$ cat config.mk
export PLATFORM = sky130hd
export DESIGN_NAME = window_pattern_gen_flat
export DESIGN_NICKNAME = d
export VERILOG_FILES = /design/src/rtl/window_pattern_gen_if.sv /design/src/rtl/window_pattern_gen.sv /design/src/flat_wrapper.sv
export SDC_FILE = /design/constraint.sdc
export NUM_CORES = 1
export LEC_CHECK = 0
export ABC_AREA = 0
export ABC_CLOCK_PERIOD_IN_PS = 3600
export BUFFER_PORTS_ARGS = -buffer_cell sky130_fd_sc_hd__clkbuf_2
export CAP_MARGIN = 10
export CELL_PAD_IN_SITES_DETAIL_PLACEMENT = 0
export CELL_PAD_IN_SITES_GLOBAL_PLACEMENT = 1
export CORE_UTILIZATION = 41
export CTS_BUF_LIST = sky130_fd_sc_hd__clkbuf_4
export DETAILED_ROUTE_END_ITERATION = 8
export GPL_ROUTABILITY_DRIVEN = 0
export HOLD_SLACK_MARGIN = 0.08
export PLACE_DENSITY_LB_ADDON = 0.1
export SYNTH_ARGS = -nofsm -noshare
export SYNTH_HDL_FRONTEND = slang
export SYNTH_SLANG_ARGS = --single-unit
$ cat constraint.sdc
create_clock -name pclk -period 3.6 [get_ports pclk]
set_input_delay 0.18 -clock pclk [delete_from_list [all_inputs] [get_ports pclk]]
set_output_delay 0.18 -clock pclk [all_outputs]
set_load 0.03 [all_outputs]
$ cat src/rtl/window_pattern_gen_if.sv
// Configuration inputs and raster/pixel outputs of window_pattern_gen.
// The master drives the configuration and the slave (the generator) drives the video.
interface window_pattern_gen_if #(
  parameter int DSIZE = 8,
  parameter int CSIZE = 12
);
  logic                 enable;
  logic [1:0]           mode;
  logic [3*DSIZE-1:0]   solid_color;
  logic [CSIZE-1:0]     top;
  logic [CSIZE-1:0]     left;
  logic [CSIZE-1:0]     width;
  logic [CSIZE-1:0]     height;

  logic                 vs;
  logic                 hs;
  logic                 de_full;
  logic                 de;
  logic [3*DSIZE-1:0]   data;
  logic [15:0]          hactive;
  logic [15:0]          vactive;

  modport master (
    output enable, mode, solid_color, top, left, width, height,
    input  vs, hs, de_full, de, data, hactive, vactive
  );

  modport slave (
    input  enable, mode, solid_color, top, left, width, height,
    output vs, hs, de_full, de, data, hactive, vactive
  );
endinterface

$ cat src/rtl/window_pattern_gen.sv
// Raster timing generator with a clipped sub-window carrying one of four test patterns.
// Window configuration is shadowed on the last pixel of each frame (and while idle).
module window_pattern_gen #(
  parameter int DSIZE     = 8,
  parameter int CSIZE     = 12,
  parameter int H_ACTIVE  = 1920,
  parameter int H_FP      = 88,
  parameter int H_SYNC    = 44,
  parameter int H_BP      = 148,
  parameter int V_ACTIVE  = 1080,
  parameter int V_FP      = 4,
  parameter int V_SYNC    = 5,
  parameter int V_BP      = 36,
  parameter int CELL_LOG2 = 4
) (
  input  logic                pclk,
  input  logic                prst,
  window_pattern_gen_if.slave vid
);

  localparam int H_TOTAL = H_ACTIVE + H_FP + H_SYNC + H_BP;
  localparam int V_TOTAL = V_ACTIVE + V_FP + V_SYNC + V_BP;
  localparam int HW      = $clog2(H_TOTAL);
  localparam int VW      = $clog2(V_TOTAL);
  localparam int CW      = (HW > VW) ? HW : VW;
  localparam int AW      = ((CSIZE > CW) ? CSIZE : CW) + 2;
  localparam int PW      = 3 * DSIZE;

  localparam logic [HW-1:0] H_LAST = HW'(H_TOTAL - 1);
  localparam logic [VW-1:0] V_LAST = VW'(V_TOTAL - 1);

  typedef enum logic [1:0] {
    MODE_SOLID   = 2'd0,
    MODE_RAMP    = 2'd1,
    MODE_BARS    = 2'd2,
    MODE_CHECKER = 2'd3
  } mode_e;

  // Raster position and frame counter.
  logic [HW-1:0]    hcnt_q, hcnt_d;
  logic [VW-1:0]    vcnt_q, vcnt_d;
  logic [7:0]       frame_cnt_q, frame_cnt_d;

  // Shadowed configuration; width/height are kept only in clipped form.
  mode_e            mode_q, mode_d;
  logic [PW-1:0]    solid_q, solid_d;
  logic [CSIZE-1:0] left_q, left_d;
  logic [CSIZE-1:0] top_q, top_d;
  logic [CSIZE-1:0] ew_q, ew_d;
  logic [CSIZE-1:0] eh_q, eh_d;

  // Colour-bar position of the pixel currently addressed by the counters.
  logic [CSIZE-1:0] bar_pix_q, bar_pix_d;
  logic [2:0]       bar_idx_q, bar_idx_d;

  // Registered outputs.
  logic             vs_q, vs_d;
  logic             hs_q, hs_d;
  logic             de_full_q, de_full_d;
  logic             de_q, de_d;
  logic [PW-1:0]    data_q, data_d;
  logic [15:0]      hactive_q, hactive_d;
  logic [15:0]      vactive_q, vactive_d;

  // Decode of the current counter state.
  logic             last_pix;
  logic             shadow_load;
  logic [AW-1:0]    x_a, y_a, xr_a, yr_a;
  logic             de_full_c, hs_c, vs_c, in_win;
  logic [CSIZE-1:0] bar_w;
  logic [CSIZE:0]   ck_sum;
  logic             ck_cell;
  logic [PW-1:0]    pix_c;

  function automatic logic [CSIZE-1:0] clip_len(input logic [CSIZE-1:0] org,
                                                input logic [CSIZE-1:0] size,
                                                input int               active);
    logic [AW-1:0] rem;
    rem = AW'(active) - AW'(org);
    if (AW'(org) >= AW'(active)) return '0;
    if (AW'(size) < rem)         return size;
    return CSIZE'(rem);
  endfunction

  // Bar order: white, yellow, cyan, green, magenta, red, blue, black.
  function automatic logic [PW-1:0] bar_color(input logic [2:0] idx);
    logic [2:0] rgb;
    case (idx)
      3'd0:    rgb = 3'b111;
      3'd1:    rgb = 3'b110;
      3'd2:    rgb = 3'b011;
      3'd3:    rgb = 3'b010;
      3'd4:    rgb = 3'b101;
      3'd5:    rgb = 3'b100;
      3'd6:    rgb = 3'b001;
      default: rgb = 3'b000;
    endcase
    return {{DSIZE{rgb[2]}}, {DSIZE{rgb[1]}}, {DSIZE{rgb[0]}}};
  endfunction

  // NOTE: every signal written here gets a value on every path first, so no latch is inferred.
  always_comb begin
    last_pix    = (hcnt_q == H_LAST) && (vcnt_q == V_LAST);
    shadow_load = !vid.enable || last_pix;

    hcnt_d = '0;
    vcnt_d = '0;
    if (vid.enable) begin
      if (hcnt_q == H_LAST) begin
        vcnt_d = (vcnt_q == V_LAST) ? '0 : vcnt_q + VW'(1);
      end else begin
        hcnt_d = hcnt_q + HW'(1);
        vcnt_d = vcnt_q;
      end
    end

    frame_cnt_d = (vid.enable && last_pix) ? frame_cnt_q + 8'd1 : frame_cnt_q;

    mode_d  = mode_q;
    solid_d = solid_q;
    left_d  = left_q;
    top_d   = top_q;
    ew_d    = ew_q;
    eh_d    = eh_q;
    if (shadow_load) begin
      mode_d  = mode_e'(vid.mode);
      solid_d = vid.solid_color;
      left_d  = vid.left;
      top_d   = vid.top;
      ew_d    = clip_len(vid.left, vid.width, H_ACTIVE);
      eh_d    = clip_len(vid.top, vid.height, V_ACTIVE);
    end
  end

  always_comb begin
    x_a = AW'(hcnt_q);
    y_a = AW'(vcnt_q);

    de_full_c = (x_a < AW'(H_ACTIVE)) && (y_a < AW'(V_ACTIVE));
    hs_c      = (x_a >= AW'(H_ACTIVE + H_FP)) && (x_a < AW'(H_ACTIVE + H_FP + H_SYNC));
    vs_c      = (y_a >= AW'(V_ACTIVE + V_FP)) && (y_a < AW'(V_ACTIVE + V_FP + V_SYNC));
    in_win    = de_full_c
             && (x_a >= AW'(left_q)) && (x_a < AW'(left_q) + AW'(ew_q))
             && (y_a >= AW'(top_q))  && (y_a < AW'(top_q) + AW'(eh_q));

    xr_a = x_a - AW'(left_q);
    yr_a = y_a - AW'(top_q);

    bar_w   = ((ew_q >> 3) == '0) ? CSIZE'(1) : (ew_q >> 3);
    ck_sum  = (CSIZE + 1)'(xr_a) + (CSIZE + 1)'(frame_cnt_q);
    ck_cell = ck_sum[CELL_LOG2] ^ yr_a[CELL_LOG2];

    case (mode_q)
      MODE_SOLID: pix_c = solid_q;
      MODE_RAMP:  pix_c = {3{DSIZE'(xr_a)}};
      MODE_BARS:  pix_c = bar_color(bar_idx_q);
      default:    pix_c = ck_cell ? {PW{1'b1}} : '0;
    endcase

    // Bar position restarts outside the window, i.e. at the start of every window line.
    bar_pix_d = '0;
    bar_idx_d = '0;
    if (vid.enable && in_win) begin
      if (bar_pix_q == bar_w - CSIZE'(1)) begin
        bar_idx_d = (bar_idx_q == 3'd7) ? 3'd7 : bar_idx_q + 3'd1;
      end else begin
        bar_pix_d = bar_pix_q + CSIZE'(1);
        bar_idx_d = bar_idx_q;
      end
    end
  end

  always_comb begin
    vs_d      = 1'b0;
    hs_d      = 1'b0;
    de_full_d = 1'b0;
    de_d      = 1'b0;
    data_d    = '0;
    hactive_d = '0;
    vactive_d = '0;
    if (vid.enable) begin
      vs_d      = vs_c;
      hs_d      = hs_c;
      de_full_d = de_full_c;
      de_d      = in_win;
      data_d    = in_win ? pix_c : '0;
      hactive_d = 16'(ew_q);
      vactive_d = 16'(eh_q);
    end
  end

  // NOTE: state updates use non-blocking assignments so every flop samples pre-edge values.
  always_ff @(posedge pclk) begin
    if (prst) begin
      hcnt_q      <= '0;
      vcnt_q      <= '0;
      frame_cnt_q <= '0;
      mode_q      <= MODE_SOLID;
      solid_q     <= '0;
      left_q      <= '0;
      top_q       <= '0;
      ew_q        <= '0;
      eh_q        <= '0;
      bar_pix_q   <= '0;
      bar_idx_q   <= '0;
      vs_q        <= 1'b0;
      hs_q        <= 1'b0;
      de_full_q   <= 1'b0;
      de_q        <= 1'b0;
      data_q      <= '0;
      hactive_q   <= '0;
      vactive_q   <= '0;
    end else begin
      hcnt_q      <= hcnt_d;
      vcnt_q      <= vcnt_d;
      frame_cnt_q <= frame_cnt_d;
      mode_q      <= mode_d;
      solid_q     <= solid_d;
      left_q      <= left_d;
      top_q       <= top_d;
      ew_q        <= ew_d;
      eh_q        <= eh_d;
      bar_pix_q   <= bar_pix_d;
      bar_idx_q   <= bar_idx_d;
      vs_q        <= vs_d;
      hs_q        <= hs_d;
      de_full_q   <= de_full_d;
      de_q        <= de_d;
      data_q      <= data_d;
      hactive_q   <= hactive_d;
      vactive_q   <= vactive_d;
    end
  end

  assign vid.vs      = vs_q;
  assign vid.hs      = hs_q;
  assign vid.de_full = de_full_q;
  assign vid.de      = de_q;
  assign vid.data    = data_q;
  assign vid.hactive = hactive_q;
  assign vid.vactive = vactive_q;

endmodule

$ cat src/flat_wrapper.sv
// flat-port wrapper written by rule: the top's interface ports become plain ports
module window_pattern_gen_flat 
#(
  parameter int DSIZE     = 8,
  parameter int CSIZE     = 12,
  parameter int H_ACTIVE  = 1920,
  parameter int H_FP      = 88,
  parameter int H_SYNC    = 44,
  parameter int H_BP      = 148,
  parameter int V_ACTIVE  = 1080,
  parameter int V_FP      = 4,
  parameter int V_SYNC    = 5,
  parameter int V_BP      = 36,
  parameter int CELL_LOG2 = 4
)
  (pclk, prst, vid_enable, vid_mode, vid_solid_color, vid_top, vid_left, vid_width, vid_height, vid_vs, vid_hs, vid_de_full, vid_de, vid_data, vid_hactive, vid_vactive);
  window_pattern_gen_if #(.DSIZE(DSIZE), .CSIZE(CSIZE)) vid_i ();
  input  logic pclk;
  input  logic prst;
  input wire logic [$bits(vid_i.enable)-1:0] vid_enable;
  input wire logic [$bits(vid_i.mode)-1:0] vid_mode;
  input wire logic [$bits(vid_i.solid_color)-1:0] vid_solid_color;
  input wire logic [$bits(vid_i.top)-1:0] vid_top;
  input wire logic [$bits(vid_i.left)-1:0] vid_left;
  input wire logic [$bits(vid_i.width)-1:0] vid_width;
  input wire logic [$bits(vid_i.height)-1:0] vid_height;
  output wire logic [$bits(vid_i.vs)-1:0] vid_vs;
  output wire logic [$bits(vid_i.hs)-1:0] vid_hs;
  output wire logic [$bits(vid_i.de_full)-1:0] vid_de_full;
  output wire logic [$bits(vid_i.de)-1:0] vid_de;
  output wire logic [$bits(vid_i.data)-1:0] vid_data;
  output wire logic [$bits(vid_i.hactive)-1:0] vid_hactive;
  output wire logic [$bits(vid_i.vactive)-1:0] vid_vactive;
  assign vid_i.enable = vid_enable;
  assign vid_i.mode = vid_mode;
  assign vid_i.solid_color = vid_solid_color;
  assign vid_i.top = vid_top;
  assign vid_i.left = vid_left;
  assign vid_i.width = vid_width;
  assign vid_i.height = vid_height;
  assign vid_vs = vid_i.vs;
  assign vid_hs = vid_i.hs;
  assign vid_de_full = vid_i.de_full;
  assign vid_de = vid_i.de;
  assign vid_data = vid_i.data;
  assign vid_hactive = vid_i.hactive;
  assign vid_vactive = vid_i.vactive;
  window_pattern_gen #(.DSIZE(DSIZE), .CSIZE(CSIZE), .H_ACTIVE(H_ACTIVE), .H_FP(H_FP), .H_SYNC(H_SYNC), .H_BP(H_BP), .V_ACTIVE(V_ACTIVE), .V_FP(V_FP), .V_SYNC(V_SYNC), .V_BP(V_BP), .CELL_LOG2(CELL_LOG2)) u_core (.pclk(pclk), .prst(prst), .vid(vid_i));
endmodule
==> metrics <==
Yosys reg bits=169; Worst Path Arrival=4.21 ns; M1 WL=13.8 mm; Placed Cells=1695; CTS tree=yes; htree depth=4; ANT nets after route=0; Setup violations, final=30; FP Rows=57; status=finished with violations; EDFF count, synth=0; Synth Area in XOR/XNOR=7.17%; CTS Buf Count=17; Setup crit end kind=flip-flop; met3 WL=792 um; Nets=1675; Final Hold Viols=0; relative slew slack=30.5%; worst-case reg-to-reg path depth=18; Via Count=9548; Cell Chain, Critical Path=ha_4 > inv_2 > fa_2 > nand2b_4 > a21boi_2 > o21ai_2 > a311o_1 > nand2b_1 > a21oi_2 > xor2_1 > ha_2 > a2111oi_4 > a31oi_1 > o211a_1 > or4_4 > buf_12 > clkbuf_16 > nor3_4; number of global-route vias before repair=9338; failing checks=negative setup slack; initial cell density of the core=41.6%; Syn. warnings=0; DP HPWL=21.9 mm; Max-cap violations=0; compound-cell area share of the yosys netlist=15.8%; commonest non-fill, non-tap cell in the layout=nand2_1; pre-CTS WS=-0.212 ns; floorplan core area=0.0242 mm^2; area of the die=0.0252 mm^2; initial antenna violation count=2; Finished Layout Cells=1828; Ports=137; HP Class=primary input to flip-flop; required time of the critical path=4.16 ns; unrepaired setup endpoints after global routing=yes; Wirelength per Cell=16.7 um; final-report max-slew violation count=0; Final Skew=0.0392 ns; Worst-path clk slew=0.19 ns; final period utilization=101%; crit path time final=3.65 ns; mux cell area share after synthesis=0.608%; top sig layer=met4; DRT Wirelength=30.6 mm; register area share after synthesis=33.5%; Avg Synthesized Cell Area=8.24 um^2; worst hold endpoint=u_core.solid_q[3]$_SDFFE_PP0P_; CP Class=flip-flop to flip-flop; pin count of the biggest net entering global routing=47; CTS root buffer=clkbuf_4; Detail Route met2 WL=15.5 mm; GRT Total Usage=24.1%; share of cells above drive strength 1=21.6%; CP max FO=5; Remaining Overflow, GRT=0; synthesized area=0.0101 mm^2; Synth Area in Simple Gates=25.0%; Die Width=159 um; reg2reg setup slack=-0.05 ns; die height=159 um; P&R area growth vs syn=32.4%; 1st-iter DRT viols=499; P per Cell Area=309 mW/mm^2; First-pass DRT Iterations=5; maximum clock insertion buffer count=2; hold_sp=vid_solid_color[3]; share of flip-flops with an asynchronous set or reset=0%; Worst R2R Start=u_core.eh_q[0]$_SDFFE_PP0P_; clock sink count=169; slowest stage delay, CP=0.48 ns; first-pass GRT wire length=48.3 mm; worst skew pair latency=0.61 ns; setup slack after layout=-0.0508 ns; ys flop type=dfxtp_1; cells after synthesis=1224; Worst VDD drop=203 uV; Slew @ Worst Pin=1.04 ns; Port Buf Inserts=128; Vias/cell=5.22; DRC violations left=0; Post-Synth Adder-Cell Area=13.6%; Crit Reg-Reg Endpoint=u_core.vid.data[8]$_SDFF_PP0_; critical path launch point type=flip-flop; hold depth=4; Leakage=5.66 nW; count of cell types in the netlist=67; largest family of logic cells by synthesized area=simple AND/OR/NAND/NOR gates; fmax=274 MHz; critical path's slowest cell=or4_4; most frequent cells in the layout=nand2_1 (174), dfxtp_1 (165), clkbuf_2 (128)
routing by layer:
metal | up-vias | global-route usage (%)
met3 | 34 | 3.45
met5 | - | 0
li1 | 4847 | -
met1 | 4503 | 29.9
met4 | 0 | 6.95
met2 | 164 | 42.9
cells in the mapped netlist, drive strengths merged, types with 7 or more instances:
| cell type | number | area, um^2 |
|---|---|---|
| nand2 | 174 | 653 |
| dfxtp | 169 | 3380 |
| nor2 | 110 | 413 |
| ha | 105 | 1310 |
| a21oi | 95 | 475 |
| nor3 | 53 | 270 |
| inv | 47 | 176 |
| xor2 | 43 | 377 |
| clkbuf | 37 | 139 |
| xnor2 | 37 | 324 |
| nand3 | 31 | 155 |
| and2 | 27 | 169 |
| o21ai | 26 | 130 |
| a211oi | 25 | 188 |
| nand2b | 20 | 125 |
| buf | 18 | 118 |
| and3 | 15 | 93.8 |
| nand4 | 15 | 93.8 |
| a21o | 14 | 105 |
| nor2b | 14 | 87.6 |
| nor4 | 14 | 150 |
| o211ai | 13 | 97.6 |
| o21a | 13 | 97.6 |
| or4 | 12 | 90.1 |
| or3 | 9 | 56.3 |
| a31oi | 8 | 50.1 |
| a221o | 7 | 70.1 |
area by class of cell:
cell class                 count  area, um^2
timing repair buffer         295        2310
multi-input combinational    960        6780
clock buffer                  17         128
clock inverter                15         174
fill                        2357       10900
antenna                        1        2.50
tap                          324         405
sequential                   169        3390
inverter                      47         176
what timing repair did:
action,4_1_cts,5_1_grt
pin swaps,23,19
setup buffers,2,3
endpoints found under the hold margin,78,0
cloned,3,6
endpoints found under the setup margin,40,41
hold buffers,86,0
resized for setup,34,56
metrics by stage:
stage | instance area [um^2] | hold slack (ns) | setup TNS [ns] | total power [W] | utilization, %
after floorplan | 10100 | 0.320 | 0 | 0.00254 | -
after global routing | 13400 | 0.273 | -7.12 | 0.00435 | 55.1
final | 13400 | 0.319 | -0.755 | 0.00413 | 55.1
after global placement | 11500 | 0.411 | -2.20 | 0.00283 | 47.4
after detailed placement | 11500 | 0.417 | -5.51 | 0.00283 | 47.4
after CTS | 12900 | 0.287 | -1.20 | 0.00411 | 53.2
state kept, by name, indices dropped and copies added, names as in the netlist, 3 cells and up:
| register | flops |
|---|---|
| u_core.bar_idx_q | 3 |
| u_core.bar_pix_q | 12 |
| u_core.eh_q | 12 |
| u_core.ew_q | 12 |
| u_core.frame_cnt_q | 5 |
| u_core.hcnt_q | 12 |
| u_core.left_q | 12 |
| u_core.solid_q | 24 |
| u_core.top_q | 12 |
| u_core.vcnt_q | 11 |
| u_core.vid.data | 24 |
| u_core.vid.hactive | 12 |
| u_core.vid.vactive | 12 |
how the worst max path moves through the flow:
stage | endpoint | from | cells after the start
finish | u_core.vid.data[8]$_SDFF_PP0_ | u_core.eh_q[0]$_SDFFE_PP0P_ | 18
global route | u_core.vid.data[9]$_SDFF_PP0_ | u_core.eh_q[0]$_SDFFE_PP0P_ | 18
CTS | u_core.bar_idx_q[1]$_SDFFE_PP0P_ | u_core.ew_q[0]$_SDFFE_PP0P_ | 20
detailed placement | u_core.bar_idx_q[1]$_SDFFE_PP0P_ | u_core.ew_q[0]$_SDFFE_PP0P_ | 20
global placement | u_core.bar_idx_q[1]$_SDFFE_PP0P_ | u_core.ew_q[0]$_SDFFE_PP0P_ | 18
floorplan | u_core.bar_pix_q[10]$_SDFF_PP0_ | u_core.top_q[0]$_SDFFE_PP0P_ | 18
power breakdown:
group / switching, W / leakage [nW] / internal [W]
clock network: 0.000839 / 0.155 / 0.000326
logic: 0.000561 / 4.13 / 0.000442
registers: 0.0000372 / 1.38 / 0.00192
logic make-up (layout without fill, tap and decap cells):
kind of cell             after synthesis  count (layout)
AO/OA/AOI/OAI                        244             244
XOR/XNOR                              81              81
adder cells (fa/ha/maj)              108             108
buffers and inverters                102             374
flip-flops                           169             169
multiplexers                           6               6
other                                  1               9
AND/OR/NAND/NOR                      513             513
worst max-delay path: cells and delay by family, from the launching register on:
kind	cells	cell delay, ns
XOR/XNOR	1	0.15
adder cells (fa/ha/maj)	3	0.69
buffers and inverters	3	0.38
AO/OA/AOI/OAI	7	1.13
AND/OR/NAND/NOR	4	0.88
flip-flops	1	0.39
No activity file was read; power rests on OpenSTA's default activity.
